`src/rtl/gl_raster_ctrl.sv`:
```
// Triangle dispatch controller between the primitive FIFO and gl_rasterizer.
// Culls degenerate triangles, launches the rasterizer and guards it with a watchdog.
module gl_raster_ctrl #(
   parameter int VERTEX_TYPE_SIZE = 96,
   parameter int TIMEOUT_CYCLES   = 1048576,
   parameter int CNT_W            = 16
) (
   input  logic                          clk,
   input  logic                          reset,
   input  logic                          enable,
   input  logic                          clear_stats,
   input  logic                          tri_fifo_empty,
   input  logic [3*VERTEX_TYPE_SIZE-1:0] tri_fifo_data,
   output logic                          tri_fifo_rd,
   output logic [VERTEX_TYPE_SIZE-1:0]   rast_v1,
   output logic [VERTEX_TYPE_SIZE-1:0]   rast_v2,
   output logic [VERTEX_TYPE_SIZE-1:0]   rast_v3,
   output logic                          rast_start,
   input  logic                          rast_done,
   output logic                          busy,
   output logic                          idle,
   output logic                          timeout_err,
   output logic [CNT_W-1:0]              tri_count,
   output logic [CNT_W-1:0]              cull_count
);

   localparam int VW   = VERTEX_TYPE_SIZE;
   localparam int WD_W = $clog2(TIMEOUT_CYCLES + 1);

   typedef enum logic [1:0] {
      S_IDLE,
      S_CHECK,
      S_LAUNCH,
      S_WAIT
   } state_t;

   state_t            r_state;
   state_t            w_next;
   logic [WD_W-1:0]   r_wd;
   logic [VW-1:0]     r_v1;
   logic [VW-1:0]     r_v2;
   logic [VW-1:0]     r_v3;
   logic              r_terr;
   logic [CNT_W-1:0]  r_tri;
   logic [CNT_W-1:0]  r_cull;

   logic [31:0]       w_x1, w_x2, w_x3;
   logic [31:0]       w_y1, w_y2, w_y3;
   logic              w_flat;
   logic              w_nonfinite;
   logic              w_degen;
   logic              w_wd_exp;
   logic              w_rd;

   assign w_x1 = r_v1[95:64];
   assign w_y1 = r_v1[63:32];
   assign w_x2 = r_v2[95:64];
   assign w_y2 = r_v2[63:32];
   assign w_x3 = r_v3[95:64];
   assign w_y3 = r_v3[63:32];

   assign w_flat = ((w_x1 == w_x2) && (w_x2 == w_x3)) ||
                   ((w_y1 == w_y2) && (w_y2 == w_y3));

   // exponent all-ones covers both Inf and NaN
   assign w_nonfinite = (w_x1[30:23] == 8'hFF) || (w_y1[30:23] == 8'hFF) ||
                        (w_x2[30:23] == 8'hFF) || (w_y2[30:23] == 8'hFF) ||
                        (w_x3[30:23] == 8'hFF) || (w_y3[30:23] == 8'hFF);

   assign w_degen  = w_flat || w_nonfinite;
   assign w_wd_exp = (r_wd == WD_W'(TIMEOUT_CYCLES - 1));

   always_ff @(posedge clk) begin
      if (reset) r_state <= S_IDLE;
      else       r_state <= w_next;
   end

   always_comb begin
      w_next = r_state;
      case (r_state)
         S_IDLE:   if (w_rd) w_next = S_CHECK;
         S_CHECK:  w_next = w_degen ? S_IDLE : S_LAUNCH;
         S_LAUNCH: w_next = S_WAIT;
         S_WAIT:   if (rast_done || w_wd_exp) w_next = S_IDLE;
         default:  w_next = S_IDLE;
      endcase
   end

   // pop is gated by reset so an in-reset cycle never consumes a triangle
   always_comb begin
      w_rd       = (r_state == S_IDLE) && enable && !tri_fifo_empty && !reset;
      rast_start = (r_state == S_LAUNCH);
      busy       = (r_state != S_IDLE);
      idle       = (r_state == S_IDLE) && tri_fifo_empty;
   end

   always_ff @(posedge clk) begin
      if (reset) begin
         r_v1 <= '0;
         r_v2 <= '0;
         r_v3 <= '0;
         r_wd <= '0;
      end else begin
         if (w_rd) begin
            r_v1 <= tri_fifo_data[VW-1:0];
            r_v2 <= tri_fifo_data[2*VW-1:VW];
            r_v3 <= tri_fifo_data[3*VW-1:2*VW];
         end
         if (r_state == S_LAUNCH)
            r_wd <= '0;
         else if (r_state == S_WAIT && !rast_done)
            r_wd <= r_wd + WD_W'(1);
      end
   end

   // clear_stats overrides any same-cycle increment; done beats timeout
   always_ff @(posedge clk) begin
      if (reset || clear_stats) begin
         r_tri  <= '0;
         r_cull <= '0;
         r_terr <= 1'b0;
      end else begin
         if (r_state == S_CHECK && w_degen)
            r_cull <= r_cull + CNT_W'(1);
         if (r_state == S_WAIT) begin
            if (rast_done)
               r_tri <= r_tri + CNT_W'(1);
            else if (w_wd_exp)
               r_terr <= 1'b1;
         end
      end
   end

   assign tri_fifo_rd = w_rd;
   assign rast_v1     = r_v1;
   assign rast_v2     = r_v2;
   assign rast_v3     = r_v3;
   assign timeout_err = r_terr;
   assign tri_count   = r_tri;
   assign cull_count  = r_cull;

endmodule

```
`config.mk`:
```
export PLATFORM = sky130hd
export DESIGN_NAME = gl_raster_ctrl
export DESIGN_NICKNAME = d
export VERILOG_FILES = /design/src/rtl/gl_raster_ctrl.sv
export SDC_FILE = /design/constraint.sdc
export NUM_CORES = 1
export LEC_CHECK = 0
export CAP_MARGIN = 10
export CORE_AREA = 2 2 242 244
export DETAILED_ROUTE_END_ITERATION = 12
export DIE_AREA = 0 0 244 246
export GPL_ROUTABILITY_DRIVEN = 0
export GPL_TIMING_DRIVEN = 1
export MAX_ROUTING_LAYER = met4
export PLACE_DENSITY = 0.55
export SYNTH_ARGS = -nofsm -noshare
export SYNTH_HDL_FRONTEND = slang
export SYNTH_SLANG_ARGS = --single-unit
```
`constraint.sdc`:
```
create_clock -name clk -period 2.7 [get_ports clk]
set_input_delay 0.54 -clock clk [delete_from_list [all_inputs] [get_ports clk]]
set_output_delay 0.54 -clock clk [all_outputs]
set_load 0.02 [all_outputs]
```
# Yosys cells after proc, flatten, opt, wreduce, memory -nomap -nowiden
# Index checks and enable logic that the tools add are counted.
# W data, S select, Z words.
op_classes:
  bitwise_logic: 1
  order_cmp: 0
  div: 0
  n_shift: 0
  muxes: 4
  mul: 0
  n_addsub: 3
  reduce_logical: 26
  n_eq_ne: 16
op_table:
  columns: ["operator", "count"]
  rows:
  - ["$eq A32 B32 Y1", 4]
  - ["$eq A8 B8 Y1 const B", 6]
  - ["$add A16 B1 Y16 const B", 2]
  - ["$add A21 B1 Y21 const B", 1]
  - ["$eq A21 B20 Y1 const B", 1]
  - ["$logic_or A1 B1 Y1", 9]
  - ["$logic_and A1 B1 Y1", 8]
  - ["$pmux W2 S4", 1]
  - ["$mux W2", 3]
  - ["$eq A2 B2 Y1 const B", 2]
  - ["$ne A2 B2 Y1 const B", 2]
  - ["$reduce_and A2 Y1", 2]
  - ["$logic_not A1 Y1", 3]
  - ["$reduce_and A3 Y1", 1]
  - ["$eq A2 B1 Y1 const B", 1]
  - ["$logic_not A2 Y1", 1]
  - ["$reduce_bool A2 Y1", 1]
  - ["$reduce_or A2 Y1", 1]
  - ["$not A1 Y1", 1]
word_totals:
  output_inout_bits: 325
  rom_bits: 0
  regBits: 344
  mem_bits_rw: 0
  word_cells: 58
  latchBits: 0
  input_bits: 294
  mem_count: 0

# Logic depth before layout (Yosys ltp)
logic_depth:
  word_depth: 9
  depth_mapped: 9
  ltp_nobuf: 8

# Least setup slack after synthesis
# OpenSTA, ideal clock, no wires.
synth_path:
  path_type: "reg-to-reg"
  from: "register r_v1[60] (netlist: rast_v1[60])"
  to: "register r_cull[14] (netlist: cull_count[14])"
  arrival_time_ns: 2.493
  n_path_buf: 0
  slack_ns: 0.136
  setup_ns: 0.071
  required_ns: 2.629
  stages_incl_launch_ff: 9
  path_cell_list: "dfxtp_1 > or3_1 > a22oi_1 > o2111ai_1 > or4_1 > o21ai_2 > o21ai_2 > or4_1 > a21oi_1"
synth_between:
  elab_chain_cells: 8
  elab_cells_between_ends: 11
synth_lines:
  columns: ["element", "line_no", "text"]
  rows:
  - ["start: declaration", "40", "logic [VW-1:0] r_v1;"]
  - ["start signal: assignment", "105", "r_v1 <= tri_fifo_data[VW-1:0];"]
  - ["$eq A8 B8 Y1", "66", "assign w_nonfinite = (w_x1[30:23] == 8'hFF) || (w_y1[30:23] == 8'hFF) ||"]
  - ["$logic_or A1 B1 Y1 (2 in a row)", "66", null]
  - ["$logic_or A1 B1 Y1 (2 in a row)", "67", "(w_x2[30:23] == 8'hFF) || (w_y2[30:23] == 8'hFF) ||"]
  - ["$logic_or A1 B1 Y1", "68", "(w_x3[30:23] == 8'hFF) || (w_y3[30:23] == 8'hFF);"]
  - ["$logic_or A1 B1 Y1 (*)", "70", "assign w_degen = w_flat || w_nonfinite;"]
  - ["$logic_and A1 B1 Y1 (*)", "123", "if (r_state == S_CHECK && w_degen)"]
  - ["end signal: assignment", "124", "r_cull <= r_cull + CNT_W'(1);"]
  - ["end: declaration", "45", "logic [CNT_W-1:0] r_cull;"]
# Every way passes the cells marked *; elsewhere a longest branch is shown, timed or not.
# A chain may end at the register's enable or synchronous reset.

# Worst setup path in the final report
layout_path:
  from: "register r_v1[60] (netlist: rast_v1[60])"
  to: "register r_cull[6] (netlist: cull_count[6])"
# The elaborated chain is that of the path after synthesis.

==> metrics.txt <==
pwr dens 611 nW/µm²; Yosys reg bits 344; CTS Buffer Depth 3; Critical R2R Launch rast_v1[60]; # IOs 619; Hold WS 0.472 ns; WP depth 8; crit path max-delay cell type or4b_1; Vias/cell 4.47; Cells after Synth 1730; per-cell routed wire length 18.5 µm; CP Cell Sequence or3_4, a22oi_2, o2111ai_2, or4_4, o21ai_4, o21ai_4, or4b_1, a21oi_1; Crit Path Max Fanout 8; critical path startpoint rast_v1[60]; Slew headroom 53.1%; number of global-route vias before repair 14100; FF-to-FF setup slack 0.02 ns; Crit Path Class flip-flop to flip-flop; LEAKAGE 7.88 nW; P&R area growth vs syn 62.8%; global-route wire length before repair 87200 µm; DR iter-0 viols 747; Finished Cell Area 23300 µm²; fin nets 2652; Worst EP arrival 3.15 ns; latest clock arrival within the worst-skew pair 0.57 ns; Congestion Overflow GR 0; VDD IR max 0.410 mV; largest net degree at the start of global routing 156; Die X 244 µm; Clock Skew 0.0167 ns; crit path to cull_count[6]; Initial Util 25.0%; CTS tree yes; post-synth net total 2027; Slew @ Worst Pin 0.703 ns; sequential fraction of the synthesis area 48.1%; drt total wl 58500 µm; clock sinks 344; Total GRT Usage 19.4%; worst r2r path cells 8; min-delay worst type flip-flop to flip-flop; Buf+Inv Stages, Crit Path 0; htree depth 2; Area after DPL 21700 µm²; post-DP HPWL 45200 µm; Tcrit/Tclk final 99.4%; clk root buf clkbuf_16; CTS Hold Buffers Added 0; post-route ant nets 0; final hold vios 0; distinct cell type count after synthesis 34; Synth Cell Area 14300 µm²; vias post-DR 14100; Port-buffer cells 618; final max-slew violation count 0; Final setup viols 0; non-filler cells, final 3155; crit-path leading delay family simple AND/OR/NAND/NOR gates; Critical Path Max Stage Delay 0.54 ns; Required @ worst endpoint 3.17 ns; initial antenna violation count 4; max_cap viols 0; RSZ-0062 raised after global routing yes; Fmax achieved 373 MHz; CTS Buf Count 42; crit end category flip-flop; fraction of layout cells with a size suffix above 1 6.83%; drt drc 0; most used cell, CP o21ai_4; Placed Cells 3075; YS warnings 0; Die H 246 µm; Die ar. 60000 µm²; status complete, no violations; reg-to-reg endpoint cull_count[6]; Clk pin slew, worst setup/hold paths 0.06 ns; minimum clock period 2.68 ns; total power 14.2 mW; syn_area_per_cell 8.28 µm²; Core Area 57400 µm²; Setup crit start kind flip-flop; TritonRoute pass-1 iters 5; number of placement rows 88
## through the flow
stage / setup slack [ns] / util (%) / setup TNS, ns
after floorplan: 0.136 / - / 0
after global placement: -0.102 / 37.8 / -0.879
after detailed placement: -0.178 / 37.8 / -1.69
after CTS: 0.00524 / 40.5 / 0
after global routing: -0.0737 / 40.6 / -0.252
final: 0.0158 / 40.6 / 0
## power breakdown
group,total [mW],switching [mW],internal [mW]
Combinational,2.54,1.23,1.31
Clock,6.06,2.29,3.77
Sequential,5.64,0.276,5.37
## worst min path at each step
stage	from	cells past startpoint	slack, ns	end
floorplan	r_wd[14]	2	0.45	r_wd[14]
global placement	timeout_err	2	0.45	timeout_err
detailed placement	rast_v1[2]	2	0.46	rast_v1[2]
CTS	rast_v3[21]	2	0.48	rast_v3[21]
global route	rast_v1[15]	2	0.49	rast_v1[15]
finish	rast_v1[15]	2	0.47	rast_v1[15]
## tightest hold or removal path: cells and delay by family, from the launching register on
family / cells / cell delay [ns]
AO/OA/AOI/OAI: 1 / 0.06
AND/OR/NAND/NOR: 1 / 0.06
flip-flops: 1 / 0.31
## synthesized netlist by cell type
library cell / count / share of area, %
and3_1: 24 / 1.0
nand2_1: 313 / 8.2
o211ai_1: 3 / 0.16
a21o_1: 1 / 0.052
ha_1: 3 / 0.26
nor3_1: 16 / 0.56
or4b_1: 1 / 0.070
a21oi_1: 23 / 0.80
o22ai_1: 3 / 0.13
o21ai_2: 2 / 0.12
clkbuf_2: 1 / 0.035
clkbuf_1: 105 / 2.8
inv_1: 7 / 0.18
nand4b_1: 1 / 0.061
and4_1: 1 / 0.061
nand4_1: 47 / 2.1
nor4_1: 7 / 0.31
o21ai_0: 308 / 11
or4_1: 4 / 0.21
xor2_1: 23 / 1.4
and2_1: 1 / 0.044
nor2_1: 43 / 1.1
or2_2: 4 / 0.17
o221ai_1: 2 / 0.12
a22oi_1: 1 / 0.052
o31ai_1: 5 / 0.26
or3_1: 21 / 0.92
xnor2_1: 103 / 6.3
o2111ai_1: 2 / 0.12
nor2b_1: 3 / 0.13
nand2b_1: 288 / 13
dfxtp_1: 344 / 48
nand3_1: 17 / 0.59
mux2i_1: 3 / 0.21
## timing repair
| item | in CTS | in global routing |
|---|---|---|
| cloned | 0 | 0 |
| pin swaps | 4 | 2 |
| endpoints found under the setup margin | 17 | 16 |
| buffers inserted | 0 | 1 |
| gates resized for setup | 8 | 14 |
| hold endpoints to repair | 0 | 0 |
## per-layer routing
metal / track usage [%] / vias up / share of wire [%]
met2: 31.6 / 435 / 48
met3: 5.20 / 60 / 7.0
li1: - / 6987 / -
met5: - / - / 0
met1: 24.0 / 6622 / 44
met4: 3.96 / 0 / 1.6
## cell type report
cell class | count | area, µm²
diodes | 3 | 7.51
clock buffers | 59 | 1240
clock inverters | 17 | 250
fillers | 5797 | 34100
inverters | 7 | 26.3
multi-input cells | 1273 | 7120
flip-flops and latches | 344 | 6890
well taps | 765 | 957
repair buffers | 687 | 6820
## registers in the layout (all words and copies together), names as in the netlist, named ones only
signal,flops
rast_v3,96
cull_count,16
tri_count,16
rast_v1,96
rast_v2,96
r_wd,21
timeout_err,1
r_state,1
## cells in the final DEF, fill, tap and decap left out, types with 3 or more instances in the layout
cell type and count:
nor3_1 15, xor2_1 23, bufinv_16 6, clkbuf_8 10, nand2_1 313, a21oi_1 21
mux2i_1 3, diode_2 3, xnor2_2 5, and3_1 24, clkbuf_16 43, buf_4 59
clkbuf_1 6, clkdlybuf4s50_1 616, clkinvlp_4 3, buf_12 9, nand3_1 17, ha_1 3
o21ai_0 307, inv_1 7, nor4_1 5, o211ai_1 3, or2_2 4, clkinv_2 6
nand4_1 47, nor2b_1 3, nand2b_1 288, o31ai_1 5, dfxtp_1 343, or3_1 19
o22ai_1 3, nor2_1 42, xnor2_1 98, or4_1 3
## cell families (layout without fill, tap and decap cells)
kind of cell / count (synthesis) / after routing / share of synthesized area, %
adders and majority gates: 3 / 3 / 0.262
other: 0 / 3 / 0
xor gates and xnor gates: 126 / 126 / 7.71
and+or+nand+nor: 791 / 791 / 28.2
buffers and inverters: 113 / 770 / 2.97
muxes: 3 / 3 / 0.210
AOI/OAI and AO/OA: 350 / 350 / 12.6
DFF: 344 / 344 / 48.1
(Power assumes the default switching activity.)
